File: src/rtl/fetch_stage.sv
// Instruction-fetch front end: owns the fetch PC and issues sequential reads to a 1-cycle imem.
// Buffers returned words in a small FIFO and presents {pc, instr} to F/D with valid/ready.
module fetch_stage #(
  parameter int unsigned     PC_W       = 64,
  parameter int unsigned     INSTR_W    = 32,
  parameter logic [PC_W-1:0] RESET_PC   = '0,
  parameter int unsigned     FIFO_DEPTH = 2
) (
  input  logic               clk_i,
  input  logic               reset_i,
  input  logic               redirect_i,
  input  logic [PC_W-1:0]    redirect_pc_i,
  output logic               imem_rd_valid_o,
  output logic [PC_W-1:0]    imem_rd_addr_o,
  input  logic [INSTR_W-1:0] imem_rd_data_i,
  output logic               valid_o,
  input  logic               ready_i,
  output logic [PC_W-1:0]    pc_o,
  output logic [INSTR_W-1:0] instr_o,
  output logic               stall_o
);

  localparam int unsigned PTR_W = (FIFO_DEPTH > 1) ? $clog2(FIFO_DEPTH) : 1;
  localparam int unsigned CNT_W = $clog2(FIFO_DEPTH + 1);

  typedef struct packed {
    logic [PC_W-1:0]    pc;
    logic [INSTR_W-1:0] instr;
  } entry_t;

  entry_t            fifo_q [FIFO_DEPTH];
  logic [PTR_W-1:0]  rd_ptr_q;
  logic [PTR_W-1:0]  wr_ptr_q;
  logic [CNT_W-1:0]  count_q;
  logic [PC_W-1:0]   fetch_pc_q;
  logic [PC_W-1:0]   inflight_pc_q;
  logic              inflight_q;
  logic              squash_q;

  logic              deq;
  logic              push;
  logic              issue;
  logic [CNT_W:0]    credit_used;

  // Credit check counts the in-flight read so a response always finds room
  assign valid_o     = (count_q != '0);
  assign deq         = valid_o & ready_i;
  assign credit_used = (CNT_W+1)'(count_q) + (CNT_W+1)'(inflight_q) - (CNT_W+1)'(deq);
  assign issue       = !reset_i && !redirect_i && (credit_used < (CNT_W+1)'(FIFO_DEPTH));

  assign imem_rd_valid_o = issue;
  assign imem_rd_addr_o  = fetch_pc_q;
  assign stall_o         = !reset_i && !redirect_i && !issue;

  assign push    = inflight_q && !squash_q && !redirect_i;
  assign pc_o    = fifo_q[rd_ptr_q].pc;
  assign instr_o = fifo_q[rd_ptr_q].instr;

  always_ff @(posedge clk_i) begin
    if (reset_i) begin
      fetch_pc_q    <= RESET_PC;
      inflight_pc_q <= '0;
      inflight_q    <= 1'b0;
      squash_q      <= 1'b0;
      count_q       <= '0;
      rd_ptr_q      <= '0;
      wr_ptr_q      <= '0;
      fifo_q        <= '{default: '0};
    end else begin
      inflight_q <= issue;
      squash_q   <= redirect_i && issue;
      if (issue) begin
        inflight_pc_q <= fetch_pc_q;
        fetch_pc_q    <= fetch_pc_q + PC_W'(4);
      end
      if (redirect_i) begin
        // Wrong-path flush: buffered words and any arriving response are discarded
        fetch_pc_q <= redirect_pc_i & ~PC_W'(3);
        count_q    <= '0;
        rd_ptr_q   <= '0;
        wr_ptr_q   <= '0;
      end else begin
        if (push) begin
          fifo_q[wr_ptr_q].pc    <= inflight_pc_q;
          fifo_q[wr_ptr_q].instr <= imem_rd_data_i;
          wr_ptr_q               <= wr_ptr_q + PTR_W'(1);
        end
        if (deq) begin
          rd_ptr_q <= rd_ptr_q + PTR_W'(1);
        end
        count_q <= count_q + CNT_W'(push) - CNT_W'(deq);
      end
    end
  end

`ifndef SYNTHESIS
  // Redirects never issue, so no read can be pending behind one
  always_ff @(posedge clk_i) begin
    if (!reset_i) begin
      assert (!squash_q);
    end
  end
`endif

endmodule
File: config.mk
export PLATFORM = sky130hd
export DESIGN_NAME = fetch_stage
export DESIGN_NICKNAME = d
export VERILOG_FILES = /design/src/rtl/fetch_stage.sv
export SDC_FILE = /design/constraint.sdc
export NUM_CORES = 1
export LEC_CHECK = 0
export ABC_AREA = 1
export CAP_MARGIN = 0
export CELL_PAD_IN_SITES_DETAIL_PLACEMENT = 1
export CELL_PAD_IN_SITES_GLOBAL_PLACEMENT = 1
export CORE_ASPECT_RATIO = 1.5
export CORE_MARGIN = 10
export CORE_UTILIZATION = 40
export CTS_BUF_LIST = sky130_fd_sc_hd__clkbuf_2
export CTS_CLUSTER_SIZE = 25
export DETAILED_ROUTE_END_ITERATION = 7
export GPL_ROUTABILITY_DRIVEN = 0
export PLACE_DENSITY_LB_ADDON = 0.1
export REMOVE_ABC_BUFFERS = 1
export SLEW_MARGIN = 40
export SYNTH_ARGS = -nofsm -noshare
export SYNTH_HDL_FRONTEND = slang
export SYNTH_SLANG_ARGS = --single-unit
File: constraint.sdc
create_clock -name clk_i -period 8.5 [get_ports clk_i]
set_input_delay 1.7 -clock clk_i [delete_from_list [all_inputs] [get_ports clk_i]]
set_output_delay 1.7 -clock clk_i [all_outputs]
set_load 0.005 [all_outputs]
# After elaboration in Yosys (flattened, before gate mapping)
# Index checks and enable logic that the tools add are counted.
[word_totals]
ff_bits = 326
output_inout_bits = 163
inputBits = 100
[classes]
add_sub_neg = 7
bitwise_logic = 4
order_cmp = 4
n_reduce_logical = 15
n_mux = 11
[ops]
columns = ["cell", "count"]
rows = [
  ["bitwise mux 192 bit", 2],
  ["2-to-1 mux 96 bit", 4],
  ["demux 96 bit (select 1 bit)", 2],
  ["2-to-1 mux 64 bit", 2],
  ["adder 64 x 3 -> 64 bit, second input constant", 1],
  ["2-to-1 mux 32 bit", 1],
  ["logical AND 1 bit", 7],
  ["greater-or-equal comparator 2 bit, second input constant", 2],
  ["zero test 1 bit", 4],
  ["NOT 1 -> 2 bit", 2],
  ["nonzero test 2 bit", 2],
  ["adder 2 x 1 -> 3 bit", 1],
  ["less-than comparator 3 x 2 -> 1 bit, second input constant", 1],
  ["subtractor 3 x 1 -> 3 bit", 1],
  ["adder 1 bit, second input constant", 2],
  ["adder 2 x 1 -> 2 bit", 1],
  ["less-than comparator 2 x 1 -> 1 bit, second input constant", 1],
  ["AND reduction 2 bit", 1],
  ["OR reduction 2 bit", 1],
  ["subtractor 2 x 1 -> 2 bit", 1],
  ["bitwise AND 1 bit", 1],
  ["NOT 1 bit", 1],
]

# Logic depth before layout (Yosys ltp)
[logic_depth]
ltp_word = 7
mapped_depth = 16
mapped_depth_nobuf = 15

# Worst setup path after synthesis
# Ideal clock, no wire load.
[synth_timing]
path_type = "input port to output port"
from = "input port ready_i"
to = "output port imem_rd_valid_o"
arrival_time_ns = 3.471
t_required_ns = 6.800
path_buffers = 1
path_stages = 9
setup_slack_ns = 3.329
path_cell_list = "nand2_1 -> inv_1 -> ha_1 -> or2_2 -> fa_1 -> a21boi_2 -> nand3_4 -> inv_2 -> buf_2"
[synth_between]
elab_chain_cells = 4
[synth_lines]
columns = ["element", "line", "text"]
rows = [
  ["start: declaration", "17", "input logic ready_i,"],
  ["bitwise AND 1 bit", "47", "assign deq = valid_o & ready_i;"],
  ["named net deq", "40", "logic deq;"],
  ["subtractor 3 x 1 -> 3 bit", "48", "assign credit_used = (CNT_W+1)'(count_q) + (CNT_W+1)'(inflight_q) - (CNT_W+1)'(deq);"],
  ["less-than comparator 3 x 2 -> 1 bit", "49", "assign issue = !reset_i && !redirect_i && (credit_used < (CNT_W+1)'(FIFO_DEPTH));"],
  ["logical AND 1 bit", "49", ""],
  ["end: declaration", "13", "output logic imem_rd_valid_o,"],
]
# The timed path passes the listed nets, and every way through them passes these cells.

# Worst setup path in the final report
# Ends and elaborated chain as after synthesis.

==> impl_metrics.json <==
{
  "dr.pass1.iters": 4,
  "synthMuxAreaShare": 0,
  "power.leakage_nw": 7.67,
  "end_kind": "primary output",
  "period_minus_slack_ns": 6.14,
  "drc": 0,
  "cts_setup_buffers": 0,
  "drtAntennaViolNets": 0,
  "mostFrequentLayoutCells": "nand2_1 (569), dfxtp_1 (317), nor2_1 (280), o21ai_0 (280), clkdlybuf4s50_1 (254)",
  "fp.dieW_um": 177,
  "crit_chain": "clkdlybuf4s50_1 > nand2_1 > inv_1 > ha_1 > or2_2 > fa_1 > a21boi_2 > nand3_4 > inv_2 > clkdlybuf4s50_1",
  "finalWirelength_um": 54200,
  "synth_simple_gate_area_share": 0.277,
  "core_um2": 36700,
  "placed_area_um2": 17500,
  "hold_path.class": "flip-flop to flip-flop",
  "worstSkewPairLatency_ns": 1.00,
  "cellPowerDensity_nw_per_um2": 161,
  "io-pin-count": 263,
  "synth.distinct_cells": 40,
  "status": "completed",
  "slew_viol_final": 0,
  "dp_hpwl_um": 37500,
  "grt_max_degree": 138,
  "final.setup_skew_ns": 0.0596,
  "grt_pass1_vias": 16031,
  "synth_xor_area_frac": 0.0148,
  "vias_per_cell": 5.15,
  "layout_commonest_cell": "nand2_1",
  "switchingPower_w": 0.000870,
  "antenna_found_initial": 3,
  "worstPathRequired_ns": 6.80,
  "slowest_stage": "clkdlybuf4s50_1",
  "tightest_slew_ns": 0.839,
  "grt_usage": 0.234,
  "fillCellCount": 4834,
  "drt_first_iter_violations": 567,
  "port_buffers": 256,
  "max_stage_delay_ns": 0.54,
  "seq_area_frac_synth": 0.430,
  "cts_resized": 0,
  "fmax_ghz": 0.163,
  "maxCapViolations": 0,
  "htreeDepth": 3,
  "synthAdderAreaFrac": 0.00473,
  "grt_pass1_wl_um": 86000,
  "seqPwrFrac": 0.545,
  "arrival_ns": 4.44,
  "numCtsBuffers": 80,
  "synth_edf_count": 0,
  "area_growth_pct": 22.8,
  "clk_pin_slew_ns": 0.10,
  "rsz0062_at_grt": "no",
  "hold_viol": 0,
  "power_report.internal_total_w": 0.00206,
  "vdd_drop_max_uv": 93.1,
  "pwr-share-comb": 0.116,
  "syn_avg_cell_area_um2": 6.76,
  "synth_seq_cells": 318,
  "synth_compound_area_frac": 0.177,
  "route.vias.total": 15225,
  "fin_area_um2": 18200,
  "switching_share": 0.297,
  "ctsLongestPathBuffers": 3,
  "ys.flop_type": "dfxtp_1",
  "ff2ff_setup_slack_ns": 4.34,
  "cp_max_fo": 3,
  "synth_top_cell_area_share": 0.430,
  "cpMostUsedCell": "clkdlybuf4s50_1",
  "synth_top_family_by_area": "simple AND/OR/NAND/NOR gates",
  "worstSetupPathType": "primary input to primary output",
  "cts_sinks": 318,
  "synth_warnings": 0,
  "die_h_um": 256,
  "slew_headroom": 0.441,
  "synth_area_um2": 14800,
  "period_share": 0.722,
  "start_util": 0.404,
  "root_buffer": "clkbuf_2",
  "cts_tree": "built",
  "yosys-top-cells-area": "dfxtp_1 (43%), nand2_1 (14%), o21ai_0 (9.5%)",
  "die_area_um2": 45300,
  "nNetsFinal": 2524,
  "finalSetupTns_ns": 0,
  "holdBufCountCts": 0,
  "hold_ws_ns": 0.479,
  "gr-total-overflow": 0,
  "synthArstFlopShare": 0,
  "drive_above_1_share": 0.0835,
  "routedWlPerCell_um": 18.3,
  "synthesis.instances": 2192,
  "setup_viol": 0,
  "core.rowCount": 86,
  "pwr-share-clk": 0.339,
  "critPathLaunchType": "primary input",
  "yosys.area.top_type": "dfxtp_1"
}
==> cells by family (layout without fill, tap and decap cells) <==
kind of cell,count (synthesis),in the layout
buffers and inverters,348,618
DFF,318,318
and+or+nand+nor,992,992
AOI/OAI and AO/OA,503,503
adders and majority gates,5,5
other,1,10
xor gates and xnor gates,25,25
==> power by group through the flow <==
| stage | registers (W) | logic (W) | clock network, W |
|---|---|---|---|
| 2_1_floorplan | 0.00161 | 0.000148 | 0 |
| 3_3_place_gp | 0.00163 | 0.000331 | 0 |
| 3_5_place_dp | 0.00163 | 0.000341 | 0 |
| 4_1_cts | 0.00160 | 0.000343 | 0.00104 |
| 5_1_grt | 0.00160 | 0.000378 | 0.00111 |
| 6_report | 0.00159 | 0.000339 | 0.000993 |
==> final timing paths <==
| check | start | endpoint | depth (start not counted) |
|---|---|---|---|
| worst min register to register | inflight_pc_q[15]$_SDFFE_PP0P_ | fifo_q[143]$_SDFFE_PP0P_ | 2 |
| worst min-delay path | inflight_pc_q[15]$_SDFFE_PP0P_ | fifo_q[143]$_SDFFE_PP0P_ | 2 |
| worst max-delay path | ready_i | imem_rd_valid_o | 10 |
| worst max register to register | count_q[1]$_SDFF_PN0_ | imem_rd_addr_o[37]$_SDFFE_PP0P_ | 16 |
==> per-layer routing <==
layer	routed length, um	vias to the layer above	global-route usage
met5	11	-	0
met4	1790	2	0.0948
met3	2940	115	0.0546
met2	27400	348	0.416
met1	22100	7313	0.260
li1	-	7447	-
==> synthesized netlist by cell type, types with 2 or more instances <==
library cell and count:
a31o_2 15, nand2_4 4, dfxtp_1 318, nor2_4 8
buf_4 15, o31ai_1 2, nor2_1 282, a21oi_1 172
or2_2 2, xnor2_1 3, buf_1 6, nand2_1 569
clkinv_1 4, nand3_2 3, nand3b_1 9, o21ai_0 280
a211oi_1 7, and2_1 2, buf_2 50, o21ai_1 12
clkbuf_1 58, o211ai_1 4, nand4_1 19, o21bai_1 2
nor2_2 16, xor2_1 22, nand2_2 7, a31oi_1 8
inv_2 5, nand3_1 62, inv_1 209, nor3_1 6
ha_1 4
==> state kept, by name, indices dropped and copies added (netlist names) <==
signal / count
fifo_q: 188
imem_rd_addr_o: 62
inflight_pc_q: 62
count_q: 2
inflight_q: 1
rd_ptr_q: 1
squash_q: 1
wr_ptr_q: 1
==> final cells by class <==
class	count	area [um2]	area share
Clock inverter	12	50.0	0.00275
Sequential cell	318	6370	0.350
Inverter	218	827	0.0454
Tap cell	484	606	0.0333
Clock buffer	117	586	0.0322
Timing Repair Buffer	271	2700	0.148
Multi-Input combinational cell	1530	7050	0.387
Antenna cell	5	12.5	0.000688
==> critical path: cells and delay by family <==
family | cells | cell delay, ns
fa+ha+maj | 2 | 0.72
simple gates | 3 | 0.54
compound gates | 1 | 0.22
buf+inv | 4 | 1.24
==> stage by stage <==
stage | worst slack (ns) | cells | total power [W] | utilization
global placement | 2.37 | 2820 | 0.00196 | 0.477
finish | 2.36 | 2955 | 0.00293 | 0.496
floorplan | -0.314 | 2066 | 0.00176 | -
global route | 2.25 | 2953 | 0.00309 | 0.496
detailed placement | 2.32 | 2821 | 0.00197 | 0.478
CTS | 2.31 | 2950 | 0.00297 | 0.495
Note: power is estimated with default switching activity, not from simulation.
